[config.mk]
export PLATFORM = sky130hd
export DESIGN_NAME = vga_ball_raster_flat
export DESIGN_NICKNAME = d
export VERILOG_FILES = /design/src/rtl/vga_ball_raster_if.sv /design/src/rtl/vga_ball_raster.sv /design/src/flat_wrapper.sv
export SDC_FILE = /design/constraint.sdc
export NUM_CORES = 1
export LEC_CHECK = 0
export ABC_AREA = 0
export BUFFER_PORTS_ARGS = -buffer_cell sky130_fd_sc_hd__buf_2
export CAP_MARGIN = 20
export CORE_ASPECT_RATIO = 0.6
export CORE_MARGIN = 8
export CORE_UTILIZATION = 60
export DETAILED_ROUTE_END_ITERATION = 10
export PLACE_DENSITY = 0.83
export SLEW_MARGIN = 20
export SYNTH_ARGS = -nofsm -noshare
export SYNTH_HDL_FRONTEND = slang
export SYNTH_SLANG_ARGS = --single-unit
[constraint.sdc]
create_clock -name clk -period 27.7 [get_ports clk]
set_input_delay 8.31 -clock clk [delete_from_list [all_inputs] [get_ports clk]]
set_output_delay 8.31 -clock clk [all_outputs]
set_load 0.02 [all_outputs]
[src/rtl/vga_ball_raster_if.sv]
// Avalon-MM slave bus bundle for the ball raster register file.
interface vga_ball_raster_if;
  logic       chipselect;
  logic       write;
  logic       read;
  logic [2:0] address;
  logic [7:0] writedata;
  logic [7:0] readdata;

  modport slave (
    input  chipselect,
    input  write,
    input  read,
    input  address,
    input  writedata,
    output readdata
  );

  modport master (
    output chipselect,
    output write,
    output read,
    output address,
    output writedata,
    input  readdata
  );
endinterface

[src/rtl/vga_ball_raster.sv]
// VGA raster engine: 640x480@60 timing from a 50 MHz clock, filled ball on a background.
// Position/colour are written to staged registers and copied live once per frame at vblank.
module vga_ball_raster #(
  parameter int unsigned RADIUS     = 16,
  parameter logic [23:0] BALL_RGB   = 24'hFFFFFF,
  // Raster geometry in hcount (half-pixel) and line units
  parameter int unsigned HActive    = 1280,
  parameter int unsigned HSyncStart = 1312,
  parameter int unsigned HSyncEnd   = 1504,
  parameter int unsigned HTotal     = 1600,
  parameter int unsigned VActive    = 480,
  parameter int unsigned VSyncStart = 490,
  parameter int unsigned VSyncEnd   = 492,
  parameter int unsigned VTotal     = 525
) (
  input  logic                    clk,
  input  logic                    reset_n,
  vga_ball_raster_if.slave        avs,
  output logic [7:0]              vga_r,
  output logic [7:0]              vga_g,
  output logic [7:0]              vga_b,
  output logic                    vga_clk,
  output logic                    vga_hs,
  output logic                    vga_vs,
  output logic                    vga_blank_n,
  output logic                    vga_sync_n
);

  localparam logic [10:0] HLast    = 11'(HTotal - 1);
  localparam logic [9:0]  VLast    = 10'(VTotal - 1);
  localparam logic [10:0] HActW    = 11'(HActive);
  localparam logic [10:0] HSyncS   = 11'(HSyncStart);
  localparam logic [10:0] HSyncE   = 11'(HSyncEnd);
  localparam logic [9:0]  VActW    = 10'(VActive);
  localparam logic [9:0]  VSyncS   = 10'(VSyncStart);
  localparam logic [9:0]  VSyncE   = 10'(VSyncEnd);
  localparam logic [21:0] RadiusSq = 22'(RADIUS * RADIUS);

  logic [10:0] hcount_q, hcount_d;
  logic [9:0]  vcount_q, vcount_d;
  logic [6:0]  frame_q, frame_d;

  // Staged (bus-visible) and live (displayed) copies of the programmable state
  logic [23:0] bg_stg_q, bg_stg_d, bg_live_q;
  logic [9:0]  x_stg_q, x_stg_d, x_live_q;
  logic [8:0]  y_stg_q, y_stg_d, y_live_q;
  logic [7:0]  readdata_q, readdata_d;

  logic        wr_en, rd_en, copy_en, vblank, active, in_hsync, in_vsync, in_ball;
  logic [23:0] pix_rgb;

  assign wr_en   = avs.chipselect & avs.write;
  assign rd_en   = avs.chipselect & avs.read;
  assign copy_en = (hcount_q == 11'd0) && (vcount_q == VActW);
  assign vblank  = (vcount_q >= VActW);
  assign active  = (hcount_q < HActW) && (vcount_q < VActW);
  assign in_hsync = (hcount_q >= HSyncS) && (hcount_q < HSyncE);
  assign in_vsync = (vcount_q >= VSyncS) && (vcount_q < VSyncE);

  // Raster counters: hcount wraps into vcount, vcount wraps into frame
  always_comb begin
    hcount_d = hcount_q + 11'd1;
    vcount_d = vcount_q;
    frame_d  = frame_q;
    if (hcount_q == HLast) begin
      hcount_d = '0;
      vcount_d = vcount_q + 10'd1;
      if (vcount_q == VLast) begin
        vcount_d = '0;
        frame_d  = frame_q + 7'd1;
      end
    end
  end

  // Counter state
  always_ff @(posedge clk or negedge reset_n) begin
    if (!reset_n) begin
      hcount_q <= '0;
      vcount_q <= '0;
      frame_q  <= '0;
    end else begin
      hcount_q <= hcount_d;
      vcount_q <= vcount_d;
      frame_q  <= frame_d;
    end
  end

  // Bus writes land in the staged copy; address 7 is read-only
  always_comb begin
    bg_stg_d = bg_stg_q;
    x_stg_d  = x_stg_q;
    y_stg_d  = y_stg_q;
    if (wr_en) begin
      case (avs.address)
        3'd0:    bg_stg_d[23:16] = avs.writedata;
        3'd1:    bg_stg_d[15:8]  = avs.writedata;
        3'd2:    bg_stg_d[7:0]   = avs.writedata;
        3'd3:    x_stg_d[7:0]    = avs.writedata;
        3'd4:    x_stg_d[9:8]    = avs.writedata[1:0];
        3'd5:    y_stg_d[7:0]    = avs.writedata;
        3'd6:    y_stg_d[8]      = avs.writedata[0];
        default: ;
      endcase
    end
  end

  // Read mux returns staged values; status reflects the current raster position
  always_comb begin
    readdata_d = readdata_q;
    if (rd_en) begin
      case (avs.address)
        3'd0:    readdata_d = bg_stg_q[23:16];
        3'd1:    readdata_d = bg_stg_q[15:8];
        3'd2:    readdata_d = bg_stg_q[7:0];
        3'd3:    readdata_d = x_stg_q[7:0];
        3'd4:    readdata_d = {6'b0, x_stg_q[9:8]};
        3'd5:    readdata_d = y_stg_q[7:0];
        3'd6:    readdata_d = {7'b0, y_stg_q[8]};
        default: readdata_d = {frame_q, vblank};
      endcase
    end
  end

  // Staged registers and read data
  always_ff @(posedge clk or negedge reset_n) begin
    if (!reset_n) begin
      bg_stg_q   <= 24'h000080;
      x_stg_q    <= 10'd320;
      y_stg_q    <= 9'd240;
      readdata_q <= '0;
    end else begin
      bg_stg_q   <= bg_stg_d;
      x_stg_q    <= x_stg_d;
      y_stg_q    <= y_stg_d;
      readdata_q <= readdata_d;
    end
  end

  // Live copy: sampled from pre-write staged values on the single vblank copy cycle
  always_ff @(posedge clk or negedge reset_n) begin
    if (!reset_n) begin
      bg_live_q <= 24'h000080;
      x_live_q  <= 10'd320;
      y_live_q  <= 9'd240;
    end else if (copy_en) begin
      bg_live_q <= bg_stg_q;
      x_live_q  <= x_stg_q;
      y_live_q  <= y_stg_q;
    end
  end

  assign avs.readdata = readdata_q;

  // Ball membership; squaring magnitudes keeps the multipliers unsigned
  logic signed [10:0] dx, dy;
  logic [9:0]         adx, ady;
  logic [20:0]        dx2, dy2;
  logic [21:0]        dist2;

  always_comb begin
    dx      = $signed({1'b0, hcount_q[10:1]}) - $signed({1'b0, x_live_q});
    dy      = $signed({1'b0, vcount_q}) - $signed({2'b0, y_live_q});
    adx     = dx[10] ? 10'(-dx) : 10'(dx);
    ady     = dy[10] ? 10'(-dy) : 10'(dy);
    dx2     = 21'(adx) * 21'(adx);
    dy2     = 21'(ady) * 21'(ady);
    dist2   = 22'(dx2) + 22'(dy2);
    in_ball = (dist2 <= RadiusSq);
    pix_rgb = '0;
    if (active) pix_rgb = in_ball ? BALL_RGB : bg_live_q;
  end

  // Output stage: every vga_* signal registered from the same count so they stay aligned
  always_ff @(posedge clk or negedge reset_n) begin
    if (!reset_n) begin
      vga_r       <= '0;
      vga_g       <= '0;
      vga_b       <= '0;
      vga_clk     <= 1'b0;
      vga_hs      <= 1'b0;
      vga_vs      <= 1'b0;
      vga_blank_n <= 1'b0;
    end else begin
      {vga_r, vga_g, vga_b} <= pix_rgb;
      vga_clk               <= hcount_q[0];
      vga_hs                <= ~in_hsync;
      vga_vs                <= ~in_vsync;
      vga_blank_n           <= active;
    end
  end

  assign vga_sync_n = 1'b0;

endmodule
[src/flat_wrapper.sv]
// flat-port wrapper written by rule: the top's interface ports become plain ports
module vga_ball_raster_flat 
#(
  parameter int unsigned RADIUS     = 16,
  parameter logic [23:0] BALL_RGB   = 24'hFFFFFF,
                                                          
  parameter int unsigned HActive    = 1280,
  parameter int unsigned HSyncStart = 1312,
  parameter int unsigned HSyncEnd   = 1504,
  parameter int unsigned HTotal     = 1600,
  parameter int unsigned VActive    = 480,
  parameter int unsigned VSyncStart = 490,
  parameter int unsigned VSyncEnd   = 492,
  parameter int unsigned VTotal     = 525
)
  (clk, reset_n, vga_r, vga_g, vga_b, vga_clk, vga_hs, vga_vs, vga_blank_n, vga_sync_n, avs_chipselect, avs_write, avs_read, avs_address, avs_writedata, avs_readdata);
  vga_ball_raster_if avs_i ();
  input  logic clk;
  input  logic reset_n;
  output logic [7:0] vga_r;
  output logic [7:0] vga_g;
  output logic [7:0] vga_b;
  output logic vga_clk;
  output logic vga_hs;
  output logic vga_vs;
  output logic vga_blank_n;
  output logic vga_sync_n;
  input wire logic [$bits(avs_i.chipselect)-1:0] avs_chipselect;
  input wire logic [$bits(avs_i.write)-1:0] avs_write;
  input wire logic [$bits(avs_i.read)-1:0] avs_read;
  input wire logic [$bits(avs_i.address)-1:0] avs_address;
  input wire logic [$bits(avs_i.writedata)-1:0] avs_writedata;
  output wire logic [$bits(avs_i.readdata)-1:0] avs_readdata;
  assign avs_i.chipselect = avs_chipselect;
  assign avs_i.write = avs_write;
  assign avs_i.read = avs_read;
  assign avs_i.address = avs_address;
  assign avs_i.writedata = avs_writedata;
  assign avs_readdata = avs_i.readdata;
  vga_ball_raster #(.RADIUS(RADIUS), .BALL_RGB(BALL_RGB), .HActive(HActive), .HSyncStart(HSyncStart), .HSyncEnd(HSyncEnd), .HTotal(HTotal), .VActive(VActive), .VSyncStart(VSyncStart), .VSyncEnd(VSyncEnd), .VTotal(VTotal)) u_core (.clk(clk), .reset_n(reset_n), .avs(avs_i), .vga_r(vga_r), .vga_g(vga_g), .vga_b(vga_b), .vga_clk(vga_clk), .vga_hs(vga_hs), .vga_vs(vga_vs), .vga_blank_n(vga_blank_n), .vga_sync_n(vga_sync_n));
endmodule
==> summary.txt <==
Setup path
  • Most numerous cell on the critical path: sky130_fd_sc_hd__fa_1
  • Setup crit start kind: flop
  • Top Family by Delay on Critical Path: adder cells
  • Reg-to-reg critical path startpoint: u_core.vcount_q[0]$_DFFE_PN0N_
  • Max incr delay on CP: 0.65 ns
  • Crit path DAT: 10.61 ns
  • Worst R2R Path Depth: 31
  • Kind of end point of the critical path: flop
  • Crit. path cell count: 31
  • Origin of the worst setup path: u_core.vcount_q[0]$_DFFE_PN0N_
  • Critical path buffer and inverter count: 6
  • Crit Path Class: flop to flop
  • Crit path max fanout: 18
  • CP required: 28.02 ns
  • Cell type of the slowest stage on the worst timing path: sky130_fd_sc_hd__o21ai_1

Clock tree
  • Clock root buffer: sky130_fd_sc_hd__clkbuf_16
  • Hold buffers post-CTS: 0
  • Number of clock sinks seen by CTS: 150
  • Clock tree from TritonCTS: yes
  • Maximum level of the CTS H-tree: 4
  • Clock latency reported for the late side of the worst-skew pair: 0.42 ns
  • TritonCTS Buffers: 17
  • Bufs on Longest Clock Path: 2
  • Clock Pin Slew Worst Setup and Hold Paths: 0.06 ns
  • Post-cts resize count: 0
  • Number of buffers inserted by post-CTS setup repair: 0

Placement
  • Count of input and output buffers: 51
  • Placed cell area: 13,890 µm²
  • Detailed placer's ending HPWL: 25.35 mm
  • Weighted congestion at the end of routability-driven global placement: 0.9370
  • Worst setup slack before clock tree synthesis: 17.21 ns

GRT
  • Congestion Overflow GR: 0
  • Initial antenna violation count: 0
  • Pin count of the biggest net entering global routing: 85
  • Via count of the first global-routing pass: 9,930
  • All-layer global routing usage: 24.42%
  • First-pass GRT wire length: 53.65 mm

Synth
  • Count of distinct cell types in the synthesized netlist: 75
  • Syn Inst Count: 1,345
  • Primary flip-flop cell chosen by synthesis mapping: sky130_fd_sc_hd__dfrtp_1
  • Post-Synthesis Net Count: 1,601
  • Average size of a mapped cell: 9.934 µm²
  • Count of flip-flops with a built-in enable after synthesis: 0
  • Count of state elements after synthesis: 150
  • Synth Cell Area: 13,360 µm²
  • Synth warn: 0
  • Post-synthesis async set-or-reset flop share: 100.0%
  • Fraction of the yosys area taken by sequential cells: 28.22%

Cells and area
  • Summed area of non-filler cells in the final layout: 14,510 µm²
  • Fill count: 1,603
  • Fraction of layout cells with a size suffix above 1: 16.18%
  • Area Overhead vs Synth: 8.568%
  • Net count reported at finish: 1,640
  • Utilization after layout: 66.04%

Outcome
  • Outcome: complete, no violations

Detailed routing
  • Average via count per standard cell: 5.890
  • Starting DRT DRC Count: 956
  • DRC Markers: 0
  • Via count: 9,919
  • Wire length after detailed routing: 32.54 mm
  • Number of routed nets with antenna violations: 0
  • Length of the first detailed-routing pass in iterations: 7
  • WL per Instance: 19.32 µm

Job
  • Max-cap violations: 0

Timing
  • Worst path setup slack after routing: 17.41 ns
  • Endpoints failing hold: 0
  • Post-route fraction of the period consumed by the critical path: 37.15%
  • Upper clock frequency limit: 0.09717 GHz
  • Actual transition at the worst max-transition pin: 0.9011 ns
  • Post-layout minimum cycle time: 10.29 ns
  • Pins over their slew limit: 0
  • Endpoints failing setup: 0
  • Slew headroom: 38.21%
  • Final worst clock skew: 0.009281 ns
  • Setup repair after global routing missed its margin: no
  • Total negative slack: 0 ns

Power
  • Leakage power summed over all cells: 7.248 nW
  • Power density over the cells: 36.90 nW/µm²
  • Worst VDD drop: 42.22 µV

Min path
  • Number of cells on the worst hold path: 2
  • Worst hold path type: flop to flop
  • Min-delay src: u_core.bg_live_q[4]$_DFFE_PN0P_

Floorplan
  • Floorplan die height: 131.6 µm
  • Chip Width: 208.7 µm
  • I/O pins: 53
  • Die outline area: 27,460 µm²
  • Standard cell core area: 21,970 µm²
  • Starting density of the core: 60.83%
  • Row count: 42
report_power, final:
part | internal [W] | leakage, nW | switching [W] | total [W]
combinational | 0.0000215 | 5.02 | 0.0000228 | 0.0000444
clock | 0.000144 | 0.291 | 0.0000912 | 0.000236
sequential | 0.000238 | 1.94 | 0.0000177 | 0.000255
final cells by class:
class / count / area [µm²] / area share (%)
Clock inverter: 11 / 151.4 / 1.044
Sequential cell: 150 / 3771 / 26.00
Clock buffer: 21 / 450.4 / 3.105
Multi-Input combinational cell: 923 / 8566 / 59.05
Tap cell: 286 / 357.8 / 2.467
Antenna cell: 1 / 2.502 / 0.01725
Timing Repair Buffer: 61 / 340.3 / 2.346
Inverter: 231 / 867.1 / 5.977
metrics by stage:
step / hold slack (ns) / total power [W] / std cells
finish: 0.4758 / 0.0005353 / 1684
global route: 0.4888 / 0.0005529 / 1683
CTS: 0.4755 / 0.0005355 / 1682
detailed placement: 0.4636 / 0.0003005 / 1650
global placement: 0.4521 / 0.0002980 / 1650
floorplan: 0.4367 / 0.0002776 / 1345
worst register-to-register path: cells and delay by family (launching register included):
family,cells,cell delay (ns)
xor+xnor,2,0.53
fa+ha+maj,10,4.69
flops,1,0.42
simple gates,4,1.17
compound gates,9,2.72
buf+inv,6,0.64
worst paths after layout:
| path | end | slack, ns |
|---|---|---|
| setup / recovery | u_core.vga_r[2]$_DFF_PN0_ | 17.41 |
| hold / removal | u_core.vga_b[4]$_DFF_PN0_ | 0.48 |
| setup reg to reg | u_core.vga_r[2]$_DFF_PN0_ | 17.41 |
| hold reg to reg | u_core.vga_b[4]$_DFF_PN0_ | 0.48 |
| max in group asynchronous | u_core.y_live_q[3]$_DFFE_PN0P_ | 18.42 |
| min in group asynchronous | u_core.vga_b[4]$_DFF_PN0_ | 7.92 |
cell families (layout without fill, tap and decap cells):
kind of cell | Yosys count | after routing | share of synthesized area [%]
multiplexers | 89 | 89 | 8.128
other | 1 | 2 | 0.02807
AND/OR/NAND/NOR | 329 | 329 | 11.86
AO/OA/AOI/OAI | 197 | 197 | 9.411
adder cells (fa/ha/maj) | 240 | 240 | 29.95
buffers and inverters | 272 | 324 | 7.735
XOR/XNOR | 67 | 67 | 4.673
flip-flops | 150 | 150 | 28.22
synth_stat cells, types with 3 or more instances:
master                     instances  area share, %
sky130_fd_sc_hd__a211oi_1          4           0.22
sky130_fd_sc_hd__nor4_1            5           0.23
sky130_fd_sc_hd__nand3_1          22           0.82
sky130_fd_sc_hd__a21oi_1          45            1.7
sky130_fd_sc_hd__clkbuf_1         31           0.87
sky130_fd_sc_hd__ha_1            107             10
sky130_fd_sc_hd__or3_1            12           0.56
sky130_fd_sc_hd__mux4_2            8            1.3
sky130_fd_sc_hd__nor2_1           93            2.6
sky130_fd_sc_hd__nand2_1          89            2.5
sky130_fd_sc_hd__nor2b_1           9           0.42
sky130_fd_sc_hd__xor2_1           23            1.5
sky130_fd_sc_hd__mux2_2           75            6.3
sky130_fd_sc_hd__o31a_1            5           0.33
sky130_fd_sc_hd__buf_2             4           0.15
sky130_fd_sc_hd__inv_1           227            6.4
sky130_fd_sc_hd__buf_1             4           0.11
sky130_fd_sc_hd__o31ai_1           4           0.22
sky130_fd_sc_hd__nand4_1          12           0.56
sky130_fd_sc_hd__nand2b_1         13           0.61
sky130_fd_sc_hd__o21ai_0          62            2.3
sky130_fd_sc_hd__and3_1            9           0.42
sky130_fd_sc_hd__o211ai_1          7           0.39
sky130_fd_sc_hd__o21ai_1          12           0.45
sky130_fd_sc_hd__a31oi_1           3           0.14
sky130_fd_sc_hd__o21a_1            6           0.34
sky130_fd_sc_hd__a22oi_1           6           0.34
sky130_fd_sc_hd__xnor2_1          39            2.6
sky130_fd_sc_hd__xor2_2            3           0.37
sky130_fd_sc_hd__inv_2             3          0.084
sky130_fd_sc_hd__and2_1           18           0.84
sky130_fd_sc_hd__or2_2            20           0.94
sky130_fd_sc_hd__fa_1            133             20
sky130_fd_sc_hd__and4_1            3           0.20
sky130_fd_sc_hd__dfrtp_1         136             25
sky130_fd_sc_hd__a21o_1           10           0.56
sky130_fd_sc_hd__dfstp_2          14            2.8
sky130_fd_sc_hd__nor3_1           13           0.49
sky130_fd_sc_hd__mux2i_1           5           0.37
sky130_fd_sc_hd__a211o_1           4           0.26
flip-flops by register name (all words and copies together), names as in the netlist, 9 cells and up:
register          flops
u_core.y_live_q       9
u_core.bg_live_q     24
u_core.hcount_q      11
u_core.y_stg_q        9
u_core.vcount_q      10
u_core.x_stg_q       10
u_core.bg_stg_q      24
u_core.x_live_q      10
routing by layer:
metal | GRT usage [%] | vias to the layer above | part of all wire [%]
met5 | 0 | - | 0
met4 | 3.666 | 0 | 0.93
met3 | 9.829 | 35 | 11
met2 | 33.35 | 424 | 41
met1 | 36.48 | 4976 | 46
li1 | - | 4484 | -
layout by cell type, fill, tap and decap left out, types with 10 or more instances in the layout:
cell type and n:
sky130_fd_sc_hd__clkbuf_16 17, sky130_fd_sc_hd__nor3_1 13, sky130_fd_sc_hd__nand4_1 12, sky130_fd_sc_hd__nand2_1 89
sky130_fd_sc_hd__o21ai_1 12, sky130_fd_sc_hd__o21ai_0 62, sky130_fd_sc_hd__and2_1 18, sky130_fd_sc_hd__dfstp_2 14
sky130_fd_sc_hd__nand2b_1 13, sky130_fd_sc_hd__or2_2 20, sky130_fd_sc_hd__nand3_1 22, sky130_fd_sc_hd__xor2_1 23
sky130_fd_sc_hd__buf_2 50, sky130_fd_sc_hd__dfrtp_1 136, sky130_fd_sc_hd__mux2_2 75, sky130_fd_sc_hd__xnor2_1 39
sky130_fd_sc_hd__fa_1 133, sky130_fd_sc_hd__a21o_1 10, sky130_fd_sc_hd__inv_1 227, sky130_fd_sc_hd__or3_1 12
sky130_fd_sc_hd__a21oi_1 45, sky130_fd_sc_hd__ha_1 107, sky130_fd_sc_hd__nor2_1 93
No activity file was read; power rests on OpenSTA's default activity.
